<file path="src/rtl/game_ctrl.sv">
// Game sequencer: mode FSM, frame tick, N_OBS-cycle collision scan and score counter.
// Switches reach gamemode on the 3rd edge; a hit scan ends the game N_OBS+1 cycles after its tick.
module game_ctrl #(
  parameter int TICK_DIV    = 833333,
  parameter int PLAYER_X    = 100,
  parameter int PLAYER_SIZE = 40,
  parameter int N_OBS       = 10
) (
  input  logic                 clk,
  input  logic                 rst_n,
  input  logic [2:0]           sw,
  input  logic [8:0]           player_y,
  input  logic [20*N_OBS-1:0]  obstacle_x,
  input  logic [18*N_OBS-1:0]  obstacle_y,
  output logic [1:0]           gamemode,
  output logic                 frame_tick,
  output logic                 crash,
  output logic                 scan_busy,
  output logic [15:0]          score
);

  localparam int CW = (TICK_DIV > 1) ? $clog2(TICK_DIV) : 1;
  localparam int IW = (N_OBS > 1) ? $clog2(N_OBS) : 1;
  localparam logic [CW-1:0] TICK_LAST = CW'(TICK_DIV - 1);
  localparam logic [IW-1:0] IDX_LAST  = IW'(N_OBS - 1);
  localparam logic [9:0]    PX_L      = 10'(PLAYER_X);
  localparam logic [9:0]    PX_R      = 10'(PLAYER_X + PLAYER_SIZE);
  localparam logic [9:0]    PSZ       = 10'(PLAYER_SIZE);

  typedef enum logic [1:0] {
    ST_INIT  = 2'b00,
    ST_RUN   = 2'b01,
    ST_PAUSE = 2'b10,
    ST_END   = 2'b11
  } state_t;

  state_t        state, state_nx;
  logic [2:1]    sw_meta, sw_sync;
  logic [CW-1:0] tick_cnt;
  logic [IW-1:0] scan_idx;
  logic          hit;
  logic [8:0]    py;
  logic          unused_sw;

  assign unused_sw = sw[0];

  always_ff @(posedge clk or negedge rst_n) begin
    if (!rst_n) begin
      sw_meta <= '0;
      sw_sync <= '0;
    end else begin
      sw_meta <= sw[2:1];
      sw_sync <= sw_meta;
    end
  end

  always_ff @(posedge clk or negedge rst_n) begin
    if (!rst_n)                    tick_cnt <= '0;
    else if (tick_cnt == TICK_LAST) tick_cnt <= '0;
    else                           tick_cnt <= tick_cnt + CW'(1);
  end

  assign frame_tick = (tick_cnt == TICK_LAST);

  // Slot currently addressed by the scan, unpacked from the flat buses.
  logic [19:0] slot_x [N_OBS];
  logic [17:0] slot_y [N_OBS];

  always_comb begin
    for (int i = 0; i < N_OBS; i++) begin
      slot_x[i] = obstacle_x[20*i +: 20];
      slot_y[i] = obstacle_y[18*i +: 18];
    end
  end

  logic [9:0] cur_l, cur_r, cur_t, cur_b, py_top, py_bot;
  logic       slot_valid, overlap, last_slot, scan_hit_done, scan_start;

  assign cur_l  = slot_x[scan_idx][19:10];
  assign cur_r  = slot_x[scan_idx][9:0];
  assign cur_t  = {1'b0, slot_y[scan_idx][17:9]};
  assign cur_b  = {1'b0, slot_y[scan_idx][8:0]};
  assign py_top = {1'b0, py};
  assign py_bot = py_top + PSZ;

  // Strict compares: boxes that only touch on an edge do not collide.
  assign slot_valid    = (cur_l < cur_r) && (cur_t < cur_b);
  assign overlap       = slot_valid && (PX_L < cur_r) && (PX_R > cur_l) &&
                         (py_top < cur_b) && (py_bot > cur_t);
  assign last_slot     = scan_busy && (scan_idx == IDX_LAST);
  assign scan_hit_done = last_slot && (hit || overlap);
  assign scan_start    = frame_tick && (state == ST_RUN) && !scan_busy;

  always_ff @(posedge clk or negedge rst_n) begin
    if (!rst_n) state <= ST_INIT;
    else        state <= state_nx;
  end

  always_comb begin
    state_nx = state;
    case (state)
      ST_INIT:  if (sw_sync[2]) state_nx = ST_RUN;
      ST_RUN: begin
        if (!sw_sync[2])        state_nx = ST_INIT;
        else if (scan_hit_done) state_nx = ST_END;
        else if (sw_sync[1])    state_nx = ST_PAUSE;
      end
      ST_PAUSE: begin
        if (!sw_sync[2])        state_nx = ST_INIT;
        else if (!sw_sync[1])   state_nx = ST_RUN;
      end
      ST_END:   if (!sw_sync[2]) state_nx = ST_INIT;
      default:  state_nx = ST_INIT;
    endcase
  end

  always_comb begin
    gamemode = state;
  end

  // Any departure from RUN (pause, stop, or the crash itself) tears the scan down.
  always_ff @(posedge clk or negedge rst_n) begin
    if (!rst_n) begin
      scan_busy <= 1'b0;
      scan_idx  <= '0;
      hit       <= 1'b0;
      py        <= '0;
    end else if (state_nx != ST_RUN) begin
      scan_busy <= 1'b0;
      scan_idx  <= '0;
      hit       <= 1'b0;
    end else if (scan_start) begin
      scan_busy <= 1'b1;
      scan_idx  <= '0;
      hit       <= 1'b0;
      py        <= player_y;
    end else if (scan_busy) begin
      if (last_slot) begin
        scan_busy <= 1'b0;
        scan_idx  <= '0;
        hit       <= 1'b0;
      end else begin
        scan_idx  <= scan_idx + IW'(1);
        hit       <= hit | overlap;
      end
    end
  end

  always_ff @(posedge clk or negedge rst_n) begin
    if (!rst_n) crash <= 1'b0;
    else        crash <= (state == ST_RUN) && (state_nx == ST_END);
  end

  always_ff @(posedge clk or negedge rst_n) begin
    if (!rst_n)
      score <= '0;
    else if (state == ST_INIT && state_nx == ST_RUN)
      score <= '0;
    else if (state == ST_RUN && frame_tick && score != 16'hFFFF)
      score <= score + 16'd1;
  end

endmodule
</file>
<file path="config.mk">
export PLATFORM = sky130hd
export DESIGN_NAME = game_ctrl
export DESIGN_NICKNAME = d
export VERILOG_FILES = /design/src/rtl/game_ctrl.sv
export SDC_FILE = /design/constraint.sdc
export NUM_CORES = 1
export LEC_CHECK = 0
export ABC_AREA = 0
export ABC_CLOCK_PERIOD_IN_PS = 5070
export BUFFER_PORTS_ARGS = -buffer_cell sky130_fd_sc_hd__buf_4
export CAP_MARGIN = 0
export CORE_AREA = 3 3 162 164
export CTS_CLUSTER_SIZE = 25
export DETAILED_ROUTE_END_ITERATION = 16
export DIE_AREA = 0 0 165 167
export SLEW_MARGIN = 30
export SYNTH_ARGS = -nofsm -noshare
export SYNTH_HDL_FRONTEND = slang
export SYNTH_SLANG_ARGS = --single-unit
</file>
<file path="constraint.sdc">
create_clock -name clk -period 5.07 [get_ports clk]
set_input_delay 0.2535 -clock clk [delete_from_list [all_inputs] [get_ports clk]]
set_output_delay 0.2535 -clock clk [all_outputs]
set_load 0.05 [all_outputs]
</file>
### Word level (Yosys, flattened, before mapping)

Cells that the tools add are included.

| word-level totals | value |
|---|---|
| bits in registers | 58 |
| input bits | 394 |
| output and inout port bits | 21 |
| word-level logic and storage cells | 80 |

| cells by class | value |
|---|---|
| add/subtract/negate cells | 4 |
| magnitude comparators | 7 |
| equal/unequal tests | 9 |
| mux-type cells | 29 |
| bitwise operators | 3 |
| reductions and logical operators | 18 |

Operators by type and width:

| kind | number |
|---|---|
| $bmux 20 s4 | 1 |
| $bmux 18 s4 | 1 |
| $mux 20 | 3 |
| $mux 18 | 2 |
| $mux 16 | 2 |
| $add 20x1->20 const B | 1 |
| $eq 20x20->1 const B | 1 |
| $lt 9x9->1 | 2 |
| $add 16x1->16 const B | 1 |
| $mux 4 | 4 |
| $ne 16x16->1 const B | 1 |
| $mux 2 | 7 |
| $logic_and 1x1->1 | 12 |
| $add 9x6->10 const B | 1 |
| $gt 10x9->1 | 1 |
| $gt 8x10->1 const A | 1 |
| $lt 10x10->1 | 1 |
| $lt 7x10->1 const A | 1 |
| $mux 1 | 8 |
| $pmux 2 s4 | 1 |
| $eq 2x2->1 const B | 3 |
| $ge 5x5->1 const B | 1 |
| $not 4->5 | 1 |
| $add 4x1->4 const B | 1 |
| 11 further kinds | 12 |

### Longest topological paths before layout

Gate-level depths: netlist of run 1.

| logic depth | value |
|---|---|
| depth after elaboration | 18 |
| depth in mapped cells | 19 |

### Worst setup path after synthesis of run 1

OpenSTA, ideal clock, no wires.

| timing | value |
|---|---|
| path type | register -> register |
| start point | register scan_idx[0] |
| end point | register crash |
| library setup time | 111 ps |
| data arrival time | 4,162 ps |
| data required time | 4,959 ps |
| path slack | 797 ps |
| cell stages (with the launch flop) | 17 |
| buffers on the path | 6 |
| clock period less this slack | 4,273 ps |
| path through | dfrtp_1 -> buf_6 -> buf_12 -> buf_6 -> buf_4 -> buf_2 -> buf_2 -> mux4_2 -> a31oi_1 -> ha_1 -> a21oi_1 -> a21boi_0 -> o21ba_2 -> a311o_1 -> nor4_4 -> o211ai_2 -> a2111oi_2 |

| between the ends | value |
|---|---|
| cells in the longest elaborated chain, start to end | 17 |
| elaborated cells on any way between the ends | 27 |
| classes of those cells | 6 x order compare; 2 x eq/ne; 9 x mux; 1 x bitwise; 9 x reduce/logical |

RTL lines:

| element | line | source |
|---|---|---|
| start: declaration | 40 | `logic [IW-1:0] scan_idx;` |
| start signal: assignment | 143 | `scan_idx <= scan_idx + IW'(1);` |
| $not 4->5 (not written as such) | - |  |
| $bmux 20 s4 / $bmux 18 s4 (equally long branches) | - |  |
| $mux 20 (not written as such) / $mux 18 (equally long branches) (2 in a row) | 80, 82 |  |
| $lt 10x10->1 / $lt 9x9->1 (equally long branches) | 87 | `assign slot_valid = (cur_l < cur_r) && (cur_t < cur_b);` |
| $logic_and 1x1->1 | 87 |  |
| $logic_and 1x1->1 (3 in a row) | 88 | `assign overlap = slot_valid && (PX_L < cur_r) && (PX_R > cur_l) &&` |
| $logic_and 1x1->1 | 89 | `(py_top < cur_b) && (py_bot > cur_t);` |
| $logic_or 1x1->1 | 91 | `assign scan_hit_done = last_slot && (hit \|\| overlap);` |
| $logic_and 1x1->1 * | 91 |  |
| $mux 2 * | 105 | `else if (scan_hit_done) state_nx = ST_END;` |
| $mux 2 * | 104 | `if (!sw_sync[2]) state_nx = ST_INIT;` |
| $pmux 2 s4 * | 101 | `case (state)` |
| $eq 2x2->1 * | 151 | `else crash <= (state == ST_RUN) && (state_nx == ST_END);` |
| $logic_and 1x1->1 * | 151 |  |
| end signal: assignment | 151 |  |
| end: declaration | 17 | `output logic crash,` |

Mark *: on every way between the ends. The rest lies on a longest branch, timed or not. The select of a mux whose other input is x is not followed.
A chain may end at the register's enable or synchronous reset.

### Worst setup path in the final report of run 1

Ends and elaborated chain as after synthesis.

==> impl_metrics.py, run 1 <==
metrics = {
    "floorplan": {
        "core_area_um2": 25000,
        "die_area_um2": 27600,
        "io_pins": 415,
        "start_util_pct": 28.0,
        "die_x_um": 165,
        "dieHeight_um": 167,
        "num_rows": 58,
    },
    "worst_setup_path": {
        "crit_required_ns": 5.29,
        "worstSetupStartpointType": "flop",
        "cp_slowest_cell": "dfrtp_4",
        "cpLargestDelayFamily": "compound AO/OA/AOI/OAI gates",
        "cp_data_arrival_time_ns": 4.46,
        "crit_path_end_kind": "flop",
        "crit_path_max_fanout": 29,
        "cp_cell_sequence": "buf_4 > mux4_2 > a21oi_1 > nor2_1 > a31oi_1 > ha_1 > a22oi_1 > o211ai_1 > a211oi_1 > o2111ai_1 > nor4_4 > o211ai_2 > a2111oi_2",
        "cpPeakStageDelay_ns": 0.74,
        "crit_buf_inv": 1,
        "r2r_setup_slack_ns": 0.83,
        "crit_type": "flop to flop",
    },
    "layout": {
        "layout.nets": 1579,
        "drive_gt1_share_pct": 45.2,
        "nFillCells": 2552,
        "fin_area_um2": 10600,
        "multi_input_area_um2": 5130,
        "regArea_um2": 1460,
        "area_growth_pct": 51.7,
        "layout.cells.non_filler": 1482,
    },
    "synth": {
        "synth_area_leader_cell": "dfrtp_1",
        "seq_area_frac_synth_pct": 20.7,
        "synth_compound_area_share_pct": 17.1,
        "synthAdderAreaFrac_pct": 7.13,
        "syn_inst": 755,
        "synth.mux.area_fraction_pct": 30.7,
        "synth_commonest_cells": "mux2i_1, nor2_1, a21oi_1",
        "yosys_register_bits": 58,
        "synth_xor_xnor_area_share_pct": 4.37,
        "synth_top_family_by_area": "multiplexers",
        "ys_top_cells_by_area": "dfrtp_1, mux2i_1, mux4_2",
        "synthDominantCellAreaShare_pct": 20.7,
        "synth-edff-count": 0,
        "synth-simple-area-share_pct": 13.8,
        "synth_area_um2": 7020,
        "syn_nets": 1189,
        "async_flop_share_pct": 100,
        "synth_most_common_cell": "mux2i_1",
        "syn_area_per_cell_um2": 9.29,
        "ys.flop_type": "dfrtp_1",
        "ys_warn_count": 0,
        "ys_types": 70,
    },
    "detailed_routing": {
        "post-route-drc-count": 0,
        "dr.pass1.iters": 5,
        "drt-initial-drc-count": 321,
        "vias_per_cell": 5.10,
        "avgRoutedWirePerCell_um": 21.1,
        "via_count": 7561,
        "drt_wl_total_um": 31300,
        "ant_nets": 0,
    },
    "clocking": {
        "cts-root-buf": "clkbuf_16",
        "cts_made_buffers": 9,
        "post_cts_buffers": 0,
        "cts_tree": "built",
        "cts_htree_levels": 3,
        "cts_hold_buffers": 0,
        "insertion_delay_ns": 0.33,
        "clk_pin_slew_ns": 0.06,
        "post_cts_resize_count": 0,
        "clock_tree.buffer_depth": 2,
        "clock_sinks": 58,
    },
    "placed_design": {
        "placed_area_um2": 10400,
        "place.gp.congestion": 0.868,
        "post-place-ws_ns": 0.804,
        "dp.cells": 1464,
        "io_buffers": 413,
        "hpwlAfterDp_um": 26300,
    },
    "run_status": {
        "outcome": "finished, violations left",
        "failed_checks": "negative hold slack",
    },
    "global_route": {
        "grt_pass1_wl_um": 45200,
        "grt_max_degree": 83,
        "grt_pass1_vias": 7667,
        "grt-ovfl-total": 0,
        "grt_usage_pct": 21.6,
        "grt_antenna_before_repair": 4,
    },
    "timing": {
        "setup-violations-final": 0,
        "rsz0062_at_grt": "false",
        "setup_slack_ns": 0.832,
        "hold_ws_ns": -0.0184,
        "tightestPinTransition_ns": 0.768,
        "skew_ns": 0.00527,
        "max_freq_ghz": 0.236,
        "finalMaxSlewViolations": 0,
        "fin_crit_ns": 4.24,
        "maxSlewHeadroom_pct": 48.8,
        "fin_setup_tns_ns": 0,
        "hold_violations": 10,
        "post-route-period-util_pct": 83.6,
    },
    "power": {
        "peakVddDrop_v": 0.000171,
        "p_sw_uw": 398,
        "p_seq_share_pct": 31.9,
        "report.power.total_uw": 1500,
        "internal_power_uw": 1100,
        "clkPwrFrac_pct": 38.0,
        "swShare_pct": 26.6,
        "p_per_area_nw_per_um2": 141,
        "combPwrFrac_pct": 30.0,
        "leakage_uw": 0.00469,
    },
    "flow_run": {
        "maxCapViolations": 0,
    },
    "worst_hold_path": {
        "min_path_type": "primary input to async pin",
    },
}
[cell families (layout without fill, tap and decap cells)]
| kind of cell | Yosys count | count (layout) |
|---|---|---|
| buf+inv | 81 | 476 |
| mux | 164 | 164 |
| simple gates | 199 | 199 |
| fa+ha+maj | 40 | 40 |
| other cells | 0 | 2 |
| compound gates | 178 | 178 |
| xor+xnor | 35 | 35 |
| flops | 58 | 58 |
[through the flow]
stage | hold WS [ns] | util (%)
final | -0.0184 | 42.5
after global routing | 0.0185 | 42.5
after CTS | 0.0148 | 42.5
after detailed placement | 0.351 | 41.4
after global placement | 0.363 | 41.4
after floorplan | -0.0421 | -
[final timing paths]
path	startpoint	depth (start not counted)	endpoint
max	scan_idx[0]	13	crash
min	rst_n	1	tick_cnt[10]
max reg2reg	scan_idx[0]	13	crash
min reg2reg	sw_meta[2]	0	sw_sync[2]
max in group asynchronous	rst_n	1	scan_idx[0]
min in group clk	sw[1]	1	sw_meta[1]
[cell usage in the layout, fill, tap and decap left out, types with 4 or more instances in the layout]
cell and count:
a21o_1 7, mux2i_1 105, xor2_1 23, a21oi_1 59, o21ai_0 22, nand4_1 13
clkbuf_16 9, nand2b_1 5, mux2_2 22, o22ai_1 22, and4_1 4, or3_1 4
o31ai_1 4, o221ai_1 5, nor2_1 87, ha_1 40, mux4_1 7, dfrtp_1 55
nand2_1 34, and3_1 4, a211oi_1 4, mux4_2 29, or2_2 6, inv_1 28
xnor2_1 12, nand3_1 17, buf_4 431, a31oi_1 10, o22a_1 14, nor3_1 4
[layout make-up]
class / count / share of cell area, %
clock inverters: 6 / 0.388
inverters: 28 / 0.987
clock buffers: 10 / 2.24
well taps: 330 / 3.88
multi-input cells: 616 / 48.2
repair buffers: 432 / 30.6
diodes: 2 / 0.0470
flip-flops and latches: 58 / 13.7
[registers in the layout, summed over array words and instances, names as in the netlist]
| name | count |
|---|---|
| hit | 1 |
| tick_cnt | 20 |
| crash | 1 |
| sw_meta | 2 |
| scan_idx | 4 |
| sw_sync | 2 |
| gamemode | 2 |
| score | 16 |
| py | 9 |
| scan_busy | 1 |
[power groups by stage]
stage / sequential (µW) / combinational [µW] / clock, µW
after floorplan: 487 / 151 / 0
after global placement: 486 / 442 / 0
after detailed placement: 486 / 450 / 0
after CTS: 478 / 452 / 581
after global routing: 479 / 492 / 610
final: 478 / 450 / 569
[metal layers]
metal | routed length (µm) | vias to the layer above | share of wire (%) | GRT usage [%]
met3 | 2300 | 34 | 7.4 | 5.60
met5 | 50 | - | 0.16 | 0
met1 | 12900 | 3647 | 41 | 26.7
li1 | - | 3640 | - | -
met2 | 15500 | 234 | 49 | 37.5
met4 | 580 | 6 | 1.9 | 4.70
[worst register-to-register path: stages, from the launching register on]
cell and delay [ns]:
dfrtp_4 0.74, buf_4 0.32, mux4_2 0.52, a21oi_1 0.16, nor2_1 0.05, a31oi_1 0.35
ha_1 0.34, a22oi_1 0.15, o211ai_1 0.13, a211oi_1 0.26, o2111ai_1 0.20, nor4_4 0.32
o211ai_2 0.20, a2111oi_2 0.40
Note: power is estimated with default switching activity, not from simulation.
==> run 2: changes to the inputs <==
Settings changed: ABC_CLOCK_PERIOD_IN_PS 5070 to 4200.
Clock period 5.07 ns to 4.2 ns, I/O delays scaled along.
==> run 2 against run 1 <==
Against the previous run:
- the run now ends clean
- critical endpoint unchanged
- critical path depth is the same
- combinational power is 21% higher
- clock power increased by 49%
- global-route usage is 0.26 points higher
==> impl_metrics.py, run 2 (same netlist as run 1, synthesis figures left out) <==
metrics = {
    "detailed_routing": {
        "dr.pass1.iters": 5,
        "drt-initial-drc-count": 405,
        "vias_per_cell": 5.08,
        "via_count": 7613,
        "avgRoutedWirePerCell_um": 21.2,
        "ant_nets": 0,
        "drt_wl_total_um": 31800,
        "post-route-drc-count": 0,
    },
    "layout": {
        "drive_gt1_share_pct": 45.6,
        "largest_reg_flops": 20,
        "layout_common_cells": "buf_4, mux2i_1, nor2_1, a21oi_1, dfrtp_1",
        "top_regs": "tick_cnt: 20 flops, score: 16 flops, py: 9 flops",
        "layout.cells.non_filler": 1498,
        "final_common_cell": "buf_4",
        "nFillCells": 2474,
        "area_growth_pct": 55.4,
        "layout.nets": 1595,
        "largest_register": "tick_cnt",
    },
    "placed_design": {
        "dp.cells": 1477,
        "hpwlAfterDp_um": 27100,
        "io_buffers": 413,
        "place.gp.congestion": 0.925,
    },
    "floorplan": {
        "dieHeight_um": 167,
        "start_util_pct": 28.0,
        "die_area_um2": 27600,
        "core_area_um2": 25000,
        "io_pins": 415,
        "num_rows": 58,
        "die_x_um": 165,
    },
    "clocking": {
        "cts_hold_buffers": 3,
        "cts-root-buf": "clkbuf_16",
        "clock_tree.buffer_depth": 2,
        "clock_sinks": 58,
        "insertion_delay_ns": 0.33,
        "cts_htree_levels": 3,
        "clk_pin_slew_ns": 0.05,
        "post_cts_buffers": 0,
        "post_cts_resize_count": 0,
        "cts_made_buffers": 9,
        "cts_tree": "built",
    },
    "power": {
        "swShare_pct": 24.0,
        "clkPwrFrac_pct": 43.1,
        "combPwrFrac_pct": 27.6,
        "internal_power_uw": 1500,
        "p_seq_share_pct": 29.3,
        "p_sw_uw": 474,
        "peakVddDrop_v": 0.000188,
        "report.power.total_uw": 1970,
        "p_per_area_nw_per_um2": 181,
        "leakage_uw": 0.00484,
    },
    "worst_setup_path": {
        "crit_required_ns": 4.42,
        "worstSetupStartpointType": "flop",
        "crit_path_max_fanout": 19,
        "cp_data_arrival_time_ns": 4.20,
        "crit_type": "flop to flop",
        "cpLargestDelayFamily": "compound AO/OA/AOI/OAI gates",
        "cpPeakStageDelay_ns": 0.52,
        "cp_slowest_cell": "mux4_2",
        "cp_common_cell": "a21o_1",
        "cp_cell_sequence": "buf_12 > mux4_2 > a21oi_1 > o22a_1 > inv_1 > ha_1 > a21o_1 > a21o_1 > a21o_1 > a311o_1 > nor4_4 > o211ai_2 > a2111oi_2",
        "crit_path_end_kind": "flop",
        "crit_buf_inv": 2,
    },
    "timing": {
        "rsz0062_at_grt": "false",
        "post-route-period-util_pct": 94.8,
        "finalMaxSlewViolations": 0,
        "hold_ws_ns": 0.117,
        "maxSlewHeadroom_pct": 49.9,
        "hold_violations": 0,
        "max_freq_ghz": 0.251,
        "skew_ns": 0.00611,
        "fin_crit_ns": 3.98,
        "setup-violations-final": 0,
        "tightestPinTransition_ns": 0.751,
        "fin_setup_tns_ns": 0,
    },
    "global_route": {
        "grt-ovfl-total": 0,
        "grt_pass1_wl_um": 45900,
        "grt_max_degree": 59,
        "grt_usage_pct": 21.8,
        "grt_antenna_before_repair": 2,
        "grt_pass1_vias": 7753,
    },
    "run_status": {
        "outcome": "completed",
    },
    "flow_run": {
        "maxCapViolations": 0,
    },
    "worst_hold_path": {
        "min_path_type": "primary input to flop",
    },
}
[run 2: per-layer routing]
| layer | wire, µm | GRT usage (%) | vias up |
|---|---|---|---|
| met5 | 0 | 0 | - |
| met4 | 518 | 4.78 | 0 |
| met3 | 2220 | 5.10 | 38 |
| met2 | 15900 | 37.8 | 230 |
| met1 | 13100 | 27.4 | 3673 |
| li1 | - | - | 3672 |
[run 2: through the flow]
stage | util, % | setup WS [ns] | instance area [µm²]
CTS | 43.5 | 0.166 | 10900
global placement | 42.0 | 0.232 | 10500
global route | 43.6 | 0.0116 | 10900
detailed placement | 42.0 | 0.193 | 10500
finish | 43.6 | 0.218 | 10900
floorplan | - | 0.0112 | 7020
[run 2: final timing paths]
path / startpoint / endpoint / slack [ns] / cells past startpoint
min in group asynchronous: rst_n / tick_cnt[0] / 0.49 / 2
min reg2reg: sw_meta[2] / sw_sync[2] / 0.35 / 0
max: scan_idx[0] / crash / 0.22 / 13
min: player_y[8] / py[8] / 0.12 / 2
max in group asynchronous: rst_n / scan_idx[0] / 3.13 / 2
max reg2reg: scan_idx[0] / crash / 0.22 / 13
[run 2: power by group through the flow]
stage                     Sequential (µW)  Clock, µW  Combinational, µW
after floorplan                       588          0                183
after global placement                587          0                535
after detailed placement              587          0                542
after CTS                             577        875                547
after global routing                  578        895                594
final                                 578        850                544
[run 2: cell type report]
class,instances,area [µm²],share of cell area (%)
clock inverters,7,125,1.15
multi-input cells,616,5130,47.0
diodes,2,5.00,0.0459
well taps,330,413,3.79
clock buffers,9,225,2.06
inverters,28,105,0.964
repair buffers,448,3450,31.6
flip-flops and latches,58,1460,13.4
[run 2: worst reg2reg max path, delay by kind of cell (launching register included)]
family | cells | cell delay [ns]
AOI/OAI and AO/OA | 8 | 2.00
adders and majority gates | 1 | 0.30
buffers and inverters | 2 | 0.28
DFF | 1 | 0.50
muxes | 1 | 0.53
and+or+nand+nor | 1 | 0.27
